===== config.mk =====
export PLATFORM = sky130hd
export DESIGN_NAME = stop_watch_ctrl
export DESIGN_NICKNAME = d
export VERILOG_FILES = /design/src/rtl/stop_watch_ctrl.sv
export SDC_FILE = /design/constraint.sdc
export NUM_CORES = 1
export LEC_CHECK = 0
export CAP_MARGIN = 20
export CORE_MARGIN = 10
export CORE_UTILIZATION = 40
export CTS_BUF_LIST = sky130_fd_sc_hd__clkbuf_2 sky130_fd_sc_hd__clkbuf_4 sky130_fd_sc_hd__clkbuf_8
export DETAILED_ROUTE_END_ITERATION = 7
export PLACE_DENSITY_LB_ADDON = 0.08
export SYNTH_ARGS = -nofsm -noshare
export SYNTH_HDL_FRONTEND = slang
export SYNTH_SLANG_ARGS = --single-unit

===== constraint.sdc =====
create_clock -name clk -period 2.42 [get_ports clk]
set_clock_uncertainty 0.2 [all_clocks]
set_input_delay 0.484 -clock clk [delete_from_list [all_inputs] [get_ports clk]]
set_output_delay 0.484 -clock clk [all_outputs]
set_load 0.005 [all_outputs]

===== src/rtl/stop_watch_ctrl.sv =====
// Front-panel controller for the cascaded stopwatch: button conditioning,
// run/stop/lap/reset sequencing and live/lap display selection.
module stop_watch_ctrl #(
  parameter int unsigned DB_LIMIT = 500000,
  parameter int unsigned DB_W     = 19
) (
  input  logic       clk,
  input  logic       rst_n,
  input  logic       btn_ss,
  input  logic       btn_lr,
  input  logic [3:0] cnt_d2,
  input  logic [3:0] cnt_d1,
  input  logic [3:0] cnt_d0,
  output logic       go,
  output logic       clr,
  output logic [3:0] disp_d2,
  output logic [3:0] disp_d1,
  output logic [3:0] disp_d0,
  output logic       lap_active,
  output logic [1:0] state
);

  localparam int unsigned NB = 2;

  typedef enum logic [1:0] {
    IDLE = 2'b00,
    RUN  = 2'b01,
    STOP = 2'b10,
    LAP  = 2'b11
  } state_t;

  logic [NB-1:0] raw;
  logic [NB-1:0] press;
  logic          ss_press;
  logic          lr_press;
  state_t        st;
  logic [3:0]    lap_d2;
  logic [3:0]    lap_d1;
  logic [3:0]    lap_d0;

  assign raw = {btn_lr, btn_ss};

  // Per-button synchroniser, debouncer and press-edge detector
  for (genvar g = 0; g < NB; g++) begin : g_btn
    logic            sync1;
    logic            sync2;
    logic            db;
    logic            db_q;
    logic [DB_W-1:0] cnt;

    always_ff @(posedge clk or negedge rst_n) begin
      if (!rst_n) begin
        sync1 <= 1'b0;
        sync2 <= 1'b0;
        db    <= 1'b0;
        db_q  <= 1'b0;
        cnt   <= '0;
      end else begin
        sync1 <= raw[g];
        sync2 <= sync1;
        db_q  <= db;
        if (sync2 == db) begin
          cnt <= '0;
        end else if (cnt == DB_W'(DB_LIMIT - 1)) begin
          db  <= sync2;
          cnt <= '0;
        end else begin
          cnt <= cnt + DB_W'(1);
        end
      end
    end

    assign press[g] = db & ~db_q;
  end

  assign ss_press = press[0];
  assign lr_press = press[1];

  // Control FSM; START/STOP wins over a coincident LAP/RESET press
  always_ff @(posedge clk or negedge rst_n) begin
    if (!rst_n) begin
      st         <= IDLE;
      go         <= 1'b0;
      clr        <= 1'b1;
      lap_active <= 1'b0;
      lap_d2     <= '0;
      lap_d1     <= '0;
      lap_d0     <= '0;
    end else begin
      clr <= 1'b0;
      case (st)
        IDLE: begin
          if (ss_press) begin
            st <= RUN;
            go <= 1'b1;
          end
        end
        RUN: begin
          if (ss_press) begin
            st <= STOP;
            go <= 1'b0;
          end else if (lr_press) begin
            st         <= LAP;
            lap_active <= 1'b1;
            lap_d2     <= cnt_d2;
            lap_d1     <= cnt_d1;
            lap_d0     <= cnt_d0;
          end
        end
        LAP: begin
          if (ss_press) begin
            st         <= STOP;
            go         <= 1'b0;
            lap_active <= 1'b0;
          end else if (lr_press) begin
            st         <= RUN;
            lap_active <= 1'b0;
          end
        end
        STOP: begin
          if (ss_press) begin
            st <= RUN;
            go <= 1'b1;
          end else if (lr_press) begin
            st  <= IDLE;
            clr <= 1'b1;
          end
        end
        default: st <= IDLE;
      endcase
    end
  end

  assign state = st;

  // Live digits pass straight through unless frozen on the lap snapshot
  assign disp_d2 = lap_active ? lap_d2 : cnt_d2;
  assign disp_d1 = lap_active ? lap_d1 : cnt_d1;
  assign disp_d0 = lap_active ? lap_d0 : cnt_d0;

endmodule


Word-level counts from Yosys, hierarchy flattened
Cells that the tools add are included.

Register bits after elaboration: 63. Bits of input ports: 16. Word-level logic and storage cells: 77.

$add $sub $neg: 2. Equality and inequality tests: 15. Mux-type cells: 26. Bitwise logic cells: 7. Reductions and logical operators: 10.

Operators by type and width (number): $mux 19 (4); $add 19x1->19 const B (2); $eq 19x19->1 const B (2); $mux 2 (7); $mux 4 (3); $mux 1 (9); $ne 3x3->1 const B (3); $pmux 2 s4 (1); $reduce_and 4->1 (2); $ne 2x2->1 const B (3); $reduce_and 2->1 (3); $not 1->1 (5); $eq 2x2->1 const B (2); $ne 2x1->1 const B (2); $pmux 1 s2 (2); $reduce_or 2->1 (2); $reduce_and 3->1 (1); $and 1x1->1 (2); $eq 1x1->1 (2); $eq 2x1->1 const B (1); $logic_not 2->1 (1); $reduce_bool 2->1 (1).

Logic depth before layout (Yosys ltp)
Gate-level depths: netlist of run 1.

Depth after elaboration: 5. Gate-level depth with buffers: 5. Gate-level depth less buffers: 5.

Least setup slack after synthesis of run 1
OpenSTA, ideal clock, no wires.

Kind: reg-to-reg. From: reg g_btn[1].cnt[0]. To: reg g_btn[1].cnt[16]. Setup time: 0.078 ns. Data arrival time: 1.791 ns. Required time: 2.142 ns. Setup slack: 0.351 ns. Cell stages (with the launch flop): 6. Buffers on the path: 0. Period minus slack after synthesis: 2.069 ns. Cells stage by stage: dfrtp_1 > ha_1 > nand4_4 > or4_4 > or3_1 > a21oi_1.

Longest elaborated chain between the ends: 3. Elaborated cells between the ends (all ways): 4. Those cells by class: 1 x add/sub; 1 x eq/ne; 2 x mux.

RTL lines: start, declared (line 49) `logic [DB_W-1:0] cnt;`; start signal, assigned (line 68) `cnt <= cnt + DB_W'(1);`; $add 19x1->19 / $eq 19x19->1 (equally long branches) (line 68, 64); $mux 19 (*) (line 64) `end else if (cnt == DB_W'(DB_LIMIT - 1)) begin`; $mux 19 (*) (line 62) `if (sync2 == db) begin`.

Mark *: on every way between the ends. The rest lies on a longest branch, timed or not. A chain may end at the register's enable or synchronous reset.

Final worst setup path of run 1
From: in cnt_d2[3]. To: out disp_d2[3].

Longest elaborated chain between the ends: 1.

RTL lines: start, declared (line 11) `input logic [3:0] cnt_d2,`; $mux 4 (line 137) `assign disp_d2 = lap_active ? lap_d2 : cnt_d2;`; end, declared (line 16) `output logic [3:0] disp_d2,`.

No other way between the ends.

==> run metrics, run 1 <==
outcome=completed; CP max stage cell=clkdlybuf4s50_1; # H-tree levels=3; hold-fix buffers at CTS=1; number of buffers created by CTS=9; total number of vias=2081; Worst Setup Path Type=input pin to output port; DIE WIDTH=107 µm; Core Footprint=0.00725 mm²; synth-to-layout area growth=23.3%; largest buffer count on any clock path=2; syn_nets=290; RSZ-0062 raised after global routing=no; Worst-path clk slew=60 ps; Syn Area/Cell=11.0 µm²; Worst IR Drop VDD=0.265 mV; ANT cells=0; routed len/inst=13.5 µm; Critical Path RT=1740 ps; IO Count=33; worst r2r src=g_btn[1].cnt[0]; Max stage delay on crit path=460 ps; initial antenna violation count=0; total power=2.12 mW; Synth async-reset ratio=100%; Seq/Total Area, Yosys=52.7%; setup tns final=0 ps; IO Port Bufs=32; HP Class=register to register; Synthesis Warnings=0; Die Y=107 µm; CTS tree=done; CP startpoint=cnt_d2[3]; post-route core utilization=50.9%; Final GP Congestion=0.769; CP Launch Type=input pin; Residual DRC=0; CTS root buffer=clkbuf_8; clk_lat worst skew=340 ps; DRT iter0 DRCs=84; synth unique cells=38; critical path endpoint=disp_d2[3]; CP Capture Type=output port; Critical Path, Cell by Cell=clkdlybuf4s50_1, mux2_2, clkdlybuf4s50_1; post-layout min period=2330 ps; share of cells above drive strength 1=18.8%; worst-margin pin slew=399 ps; drt first pass iters=4; worst reg-to-reg path cell count=5; top_reg_cell synth=dfrtp_1; Synth top area share=51.8%; MaxCap Viol Count=0; Slew headroom=73.2%; Slew Viols, Final=0; Antenna Nets Post-Route=0; Power Dens Cells=575 mW/mm²; CP Max Fanout=2; fmax=430 MHz; Post-synth EDFFs=0; number of global-route vias before repair=2141; post-CTS sizing=0; Post-CTS Setup Inserts=0; HPWL after DPL=4.10 mm; final-layout fill cell count=709; Final #Nets=337; DRT Wirelength=5.72 mm; cell taking the most area after synthesis=dfrtp_1; final worst-path cycle share=96.1%; Pleak=1.51 nW; endpoints failing hold=0; flops & latches, synth=63; crit-path most repeated cell=clkdlybuf4s50_1; arrival time at the worst endpoint=1640 ps; Die ar.=0.0113 mm²; reg2reg setup slack=290 ps; Site Rows=31; first-pass GRT wire length=10.3 mm; grt ovf=0; via density per instance=4.92; largest net degree at the start of global routing=64; All-Layer GR Usage=11.2%; mapped cell area=0.00299 mm²; Initial Utilization=41.3%; Clock Sink Count=63; largest cells by area after synthesis=dfrtp_1 52%, mux2_2 9.8%, xnor2_1 6.4%; final setup violation count=0; Syn Inst Count=272; RR Endpoint=g_btn[1].cnt[16]
## report_power, final
group	switching [mW]	leakage, nW	internal (mW)
combinational	0.0556	0.573	0.0719
sequential	0.0152	0.835	1.07
clock	0.383	0.107	0.522
## final cells by class
type / count / area (µm²) / share of cell area, %
multi-input combinational: 194 / 1350 / 36.5
tap: 99 / 124 / 3.35
clock inverter: 4 / 45.0 / 1.22
timing repair buffer: 44 / 420 / 11.4
inverter: 7 / 26.3 / 0.712
sequential: 63 / 1580 / 42.7
clock buffer: 12 / 153 / 4.13
## cells in the mapped netlist (3+ instances only)
cell type / n
dfrtp_1: 62
nor2_1: 36
mux2_2: 26
xnor2_1: 22
nand2_1: 16
nand3_1: 15
nand4_1: 10
nor3_1: 8
nor4_1: 8
xor2_1: 8
a21oi_1: 7
inv_1: 7
o21ai_0: 7
or3_1: 4
clkbuf_1: 3
nand2b_1: 3
## metal layers
layer	wire [µm]	global-route usage, %
met5	0	0
met3	154	2.60
met1	2800	14.2
met2	2670	17.2
met4	95	6.09
## critical path, delay by kind of cell
family / cells / cell delay (ps)
buffers and inverters: 2 / 890
muxes: 1 / 270
## sequential cells by signal, summed over array words and instances, names as in the netlist
name         count
g_btn.sync2      2
lap_d0           4
g_btn.sync1      2
g_btn.cnt       38
g_btn.db         2
clr              1
lap_d2           4
lap_active       1
g_btn.db_q       2
go               1
state            2
lap_d1           4
## worst min path at each step
stage / slack (ps) / end / cells past startpoint / start
final: 150 / g_btn[1].sync2 / 0 / g_btn[1].sync1
after global routing: 170 / g_btn[0].sync2 / 0 / g_btn[0].sync1
after global placement: 130 / g_btn[1].sync2 / 0 / g_btn[1].sync1
after floorplan: -10 / g_btn[0].cnt[0] / 0 / rst_n
after CTS: 150 / g_btn[1].sync2 / 0 / g_btn[1].sync1
after detailed placement: 140 / g_btn[0].sync2 / 0 / g_btn[0].sync1
## cells by family (layout without fill, tap and decap cells)
group                      count (synthesis)  after routing  share of synthesized area (%)
and+or+nand+nor                          115            115                           20.1
DFF                                       63             63                           52.7
xor gates and xnor gates                  30             30                           8.78
muxes                                     27             27                           10.1
AOI/OAI and AO/OA                         20             20                           5.18
buffers and inverters                     15             67                           2.34
adders and majority gates                  2              2                          0.836
## layout by cell type (no fill, tap or decap), types with 7 or more instances in the layout
cell type	netlist	routed
mux2_2	26	26
nor2_1	36	36
clkdlybuf4s50_1	0	31
a21oi_1	7	7
dfrtp_1	62	62
nand2_1	16	16
xnor2_1	22	22
nand3_1	15	15
clkbuf_8	0	10
buf_4	1	10
nor4_1	8	8
xor2_1	8	8
nor3_1	8	8
nand4_1	10	10
o21ai_0	7	7
inv_1	7	7
## through the flow
stage,instance area [µm²],std cells,hold WS (ps),setup WS (ps)
floorplan,2990,272,-11.6,351
global placement,3480,406,131,107
detailed placement,3480,406,136,101
CTS,3690,423,154,58.2
global route,3690,423,170,19.5
finish,3690,423,151,94.5
Note: power is estimated with default switching activity, not from simulation.
==> run 2, diff against run 1 <==
--- a/config.mk
+++ b/config.mk
@@ -9,7 +9,9 @@
 export CORE_MARGIN = 10
 export CORE_UTILIZATION = 40
 export CTS_BUF_LIST = sky130_fd_sc_hd__clkbuf_2 sky130_fd_sc_hd__clkbuf_4 sky130_fd_sc_hd__clkbuf_8
+export CTS_CLUSTER_DIAMETER = 120
 export DETAILED_ROUTE_END_ITERATION = 7
+export GPL_TIMING_DRIVEN = 0
 export PLACE_DENSITY_LB_ADDON = 0.08
 export SYNTH_ARGS = -nofsm -noshare
 export SYNTH_HDL_FRONTEND = slang
==> run metrics, run 2 (synthesized netlist as in run 1, its figures left out) <==
HPWL after DPL=4.11 mm; Power Dens Cells=583 mW/mm²; All-Layer GR Usage=11.2%; DRT Wirelength=5.97 mm; Critical Path, Cell by Cell=buf_8, mux2_2, clkdlybuf4s50_1; CP Capture Type=output port; CP Launch Type=register; arrival time at the worst endpoint=1660 ps; part of the power in registers=51.0%; initial antenna violation count=0; worst-margin pin slew=798 ps; Antenna Nets Post-Route=0; largest net degree at the start of global routing=64; post-route core utilization=50.5%; Worst IR Drop VDD=0.306 mV; first-pass GRT wire length=10.4 mm; Die ar.=0.0113 mm²; MaxCap Viol Count=0; Top reg by flops=g_btn.cnt; HP Class=input pin to asynchronous set/reset pin; crit-path leading delay family=buffers and inverters; CTS tree=done; Initial Utilization=41.3%; Slew Viols, Final=0; post-layout min period=2340 ps; Worst Setup Path Type=register to output port; number of buffers created by CTS=9; Core Footprint=0.00725 mm²; DRT iter0 DRCs=69; total number of vias=2097; Critical Path RT=1740 ps; routed len/inst=14.2 µm; IO Port Bufs=32; ANT cells=0; most frequent cells in the layout=61 x dfrtp_1, 36 x nor2_1, 31 x clkdlybuf4s50_1; CP Max Fanout=10; drt first pass iters=4; number of global-route vias before repair=2150; final setup violation count=0; IO Count=33; endpoints failing hold=0; Clock Sink Count=63; Die Y=107 µm; DIE WIDTH=107 µm; final worst-path cycle share=96.7%; switching power of the nets=0.471 mW; Pleak=1.49 nW; grt ovf=0; # H-tree levels=3; Internal=1.66 mW; CTS root buffer=clkbuf_8; clk_lat worst skew=330 ps; Site Rows=31; Final GP Congestion=0.783; Buf/Inv on CP=2; combinational share of power=5.9%; CP max stage cell=clkdlybuf4s50_1; Residual DRC=0; max reg flops=38; total power=2.14 mW; hold-fix buffers at CTS=0; switch share=22.0%; Worst-path clk slew=70 ps; RSZ-0062 raised after global routing=no; Slew headroom=46.8%; Max stage delay on crit path=470 ps; via density per instance=4.98; Final #Nets=335; clock network power share=43.2%; synth-to-layout area growth=22.3%; fmax=428 MHz; largest buffer count on any clock path=2; commonest non-fill, non-tap cell in the layout=dfrtp_1; outcome=completed; share of cells above drive strength 1=18.0%
==> run 2: cell count changes in the layout (fill, tap and decap cells not counted) <==
cell,before,now
buf_1,0,1
dlygate4sd3_1,1,0
buf_4,10,4
clkbuf_1,0,2
dfrtp_2,0,1
dfrtp_1,62,61
buf_2,1,2
buf_12,1,0
buf_6,0,1
buf_8,0,1
==> run 2: power by group through the flow <==
stage | sequential [mW] | combinational, mW | clock [mW]
2_1_floorplan | 1.10 | 0.0511 | 0
3_3_place_gp | 1.11 | 0.128 | 0
3_5_place_dp | 1.11 | 0.128 | 0
4_1_cts | 1.09 | 0.129 | 0.952
5_1_grt | 1.09 | 0.141 | 1.01
6_report | 1.09 | 0.125 | 0.922
==> run 2: path summary, 6_finish.rpt <==
path                            startpoint                to  slack [ps]  cells after the start
min reg2reg                 g_btn[1].sync1    g_btn[1].sync2         150                      0
max                             lap_active        disp_d1[1]          80                      3
max in group asynchronous            rst_n        lap_active        1410                      1
max reg2reg                g_btn[1].cnt[0]  g_btn[1].cnt[18]         180                      5
min in group clk            g_btn[1].sync1    g_btn[1].sync2         150                      0
min                                  rst_n  g_btn[0].cnt[16]          30                      1
==> run 2: area by class of cell <==
cell class              instances  area [µm²]
clock inverters                 4        45.0
flip-flops and latches         63        1580
clock buffers                  12         153
repair buffers                 34         333
inverters                       7        26.3
plain buffers                   8        55.1
well taps                      99         124
fillers                       684        3590
multi-input cells             194        1350
==> run 2: timing repair <==
item,CTS,global route
resized for setup,4,1
pin swaps,1,2
buffers inserted,1,1
endpoints found under the setup margin,18,24
==> run 2: worst register-to-register path, delay by kind of cell (launching register included) <==
family          cells  cell delay (ps)
simple gates        3             1120
compound gates      1              150
fa+ha+maj           1              280
flops               1              410
==> run 2: metrics by stage <==
| stage | worst slack (ps) | instances | cell area, µm² | hold WS (ps) | setup TNS (ps) |
|---|---|---|---|---|---|
| final | 81.0 | 421 | 3660 | 27.3 | 0 |
| after global routing | 0.367 | 421 | 3660 | 95.5 | 0 |
| after CTS | 34.2 | 420 | 3650 | 69.0 | 0 |
| after detailed placement | -89.7 | 403 | 3440 | 136 | -738 |
| after global placement | -1530 | 403 | 3440 | 133 | -95980 |
| after floorplan | 351 | 272 | 2990 | -11.6 | 0 |
==> run 2: per-layer routing <==
layer,track usage (%),part of all wire (%)
met1,13.5,48
met2,18.4,47
met3,3.50,3.6
met4,4.06,1.2
met5,0,0
==> run 3, diff against run 2 <==
--- a/config.mk
+++ b/config.mk
@@ -13,6 +13,7 @@
 export DETAILED_ROUTE_END_ITERATION = 7
 export GPL_TIMING_DRIVEN = 0
 export PLACE_DENSITY_LB_ADDON = 0.08
+export REMOVE_ABC_BUFFERS = 1
 export SYNTH_ARGS = -nofsm -noshare
 export SYNTH_HDL_FRONTEND = slang
 export SYNTH_SLANG_ARGS = --single-unit
==> run metrics, run 3 (synthesized netlist as in run 1, its figures left out) <==
CP Capture Type=output port; largest net degree at the start of global routing=64; final worst-path cycle share=97.2%; setup tns final=0 ps; final-layout fill cell count=681; total number of vias=2070; initial antenna violation count=0; CP Launch Type=register; CTS tree=done; Clock Sink Count=63; Die ar.=0.0113 mm²; routed len/inst=14.1 µm; Buf/Inv on CP=1; IO Port Bufs=32; DIE WIDTH=107 µm; outcome=completed; via density per instance=4.95; Slew headroom=47.5%; crit-path leading delay family=flip-flops; Pleak=1.55 nW; share of cells above drive strength 1=18.2%; number of global-route vias before repair=2082; CP max stage cell=dfrtp_4; first-pass GRT wire length=10.3 mm; Initial Utilization=41.3%; MaxCap Viol Count=0; Critical Path RT=1740 ps; worst-margin pin slew=787 ps; Core Footprint=0.00725 mm²; final setup violation count=0; ANT cells=0; Worst Setup Path Type=register to output port; post-route cell area=0.00367 mm²; synth-to-layout area growth=22.7%; DRT Wirelength=5.89 mm; most frequent cells in the layout=61 x dfrtp_1, 36 x nor2_1, 25 x mux2_2; HP Class=input pin to asynchronous set/reset pin; Final #Nets=332; drt first pass iters=4; Slew Viols, Final=0; All-Layer GR Usage=11.2%; HPWL after DPL=3.94 mm; DRT iter0 DRCs=82; fmax=425 MHz; Die Y=107 µm; clk_lat worst skew=330 ps; commonest non-fill, non-tap cell in the layout=dfrtp_1; Max stage delay on crit path=530 ps; endpoints failing hold=0; CTS root buffer=clkbuf_8; Worst-path clk slew=70 ps; Power Dens Cells=583 mW/mm²; # H-tree levels=3; Site Rows=31; largest buffer count on any clock path=2; post-route core utilization=50.6%; Worst IR Drop VDD=0.282 mV; max reg flops=38; post-layout min period=2350 ps; Top reg by flops=g_btn.cnt; IO Count=33; grt ovf=0; Critical Path, Cell by Cell=mux2_2, clkdlybuf4s50_1; RSZ-0062 raised after global routing=yes; Final GP Congestion=0.767; Cell Area, Placed=0.00339 mm²; CP Max Fanout=13; arrival time at the worst endpoint=1670 ps; Residual DRC=0; number of buffers created by CTS=9; Antenna Nets Post-Route=0
==> run 3: cell types whose count changed in the layout (fill, tap and decap cells not counted), moves of 2 or more <==
cell / delta
dlygate4sd2_1: +6
buf_4: +3
dlymetal6s2s_1: +5
clkbuf_1: -2
buf_2: -2
clkdlybuf4s50_1: -11
==> run 3: final cells by class <==
type	instances	area, µm²	share of cell area (%)
clock buffers	12	159	4.33
clock inverters	4	45.0	1.23
inverters	7	26.3	0.715
multi-input cells	194	1350	36.8
flip-flops and latches	63	1580	43.1
well taps	99	124	3.37
repair buffers	39	388	10.6
==> run 3: report_power, final <==
| part | internal [mW] | switching (mW) |
|---|---|---|
| Combinational | 0.0655 | 0.0553 |
| Sequential | 1.07 | 0.0154 |
| Clock | 0.538 | 0.393 |
==> run 3: final timing paths <==
path	start	end	cells after the start	slack, ps
max	lap_active	disp_d1[2]	2	70
min	rst_n	g_btn[0].cnt[9]	1	20
max reg2reg	g_btn[1].cnt[0]	g_btn[1].cnt[16]	5	170
min reg2reg	g_btn[1].sync1	g_btn[1].sync2	0	150
max in group asynchronous	rst_n	lap_active	1	1400
min in group clk	g_btn[1].sync1	g_btn[1].sync2	0	150
==> run 3: stage by stage <==
stage          setup slack [ps]  hold WS (ps)  instances  total power, mW
6_report                   67.9          23.7        418             2.14
3_5_place_dp              -55.8           140        395             1.23
2_1_floorplan               349         -11.6        264             1.15
3_3_place_gp              -1500           135        395             1.23
5_1_grt                   -1.38          90.5        418             2.25
4_1_cts                    3.22          56.8        415             2.18
==> run 3: layer usage <==
layer / vias up / GRT usage (%) / share of wire, % / wire, µm
met3: 5 / 3.62 / 3.9 / 228
met5: - / 0 / 0 / 0
met2: 29 / 16.9 / 46 / 2710
met4: 0 / 4.35 / 1.1 / 65
li1: 1036 / - / - / -
met1: 1000 / 14.7 / 49 / 2880
==> run 3: what timing repair did <==
| item | 4_1_cts | 5_1_grt |
|---|---|---|
| hold buffers | 0 | 0 |
| setup buffers | 4 | 3 |
| pin swaps | 2 | 1 |
| endpoints found under the setup margin | 45 | 23 |
| resized for setup | 8 | 6 |
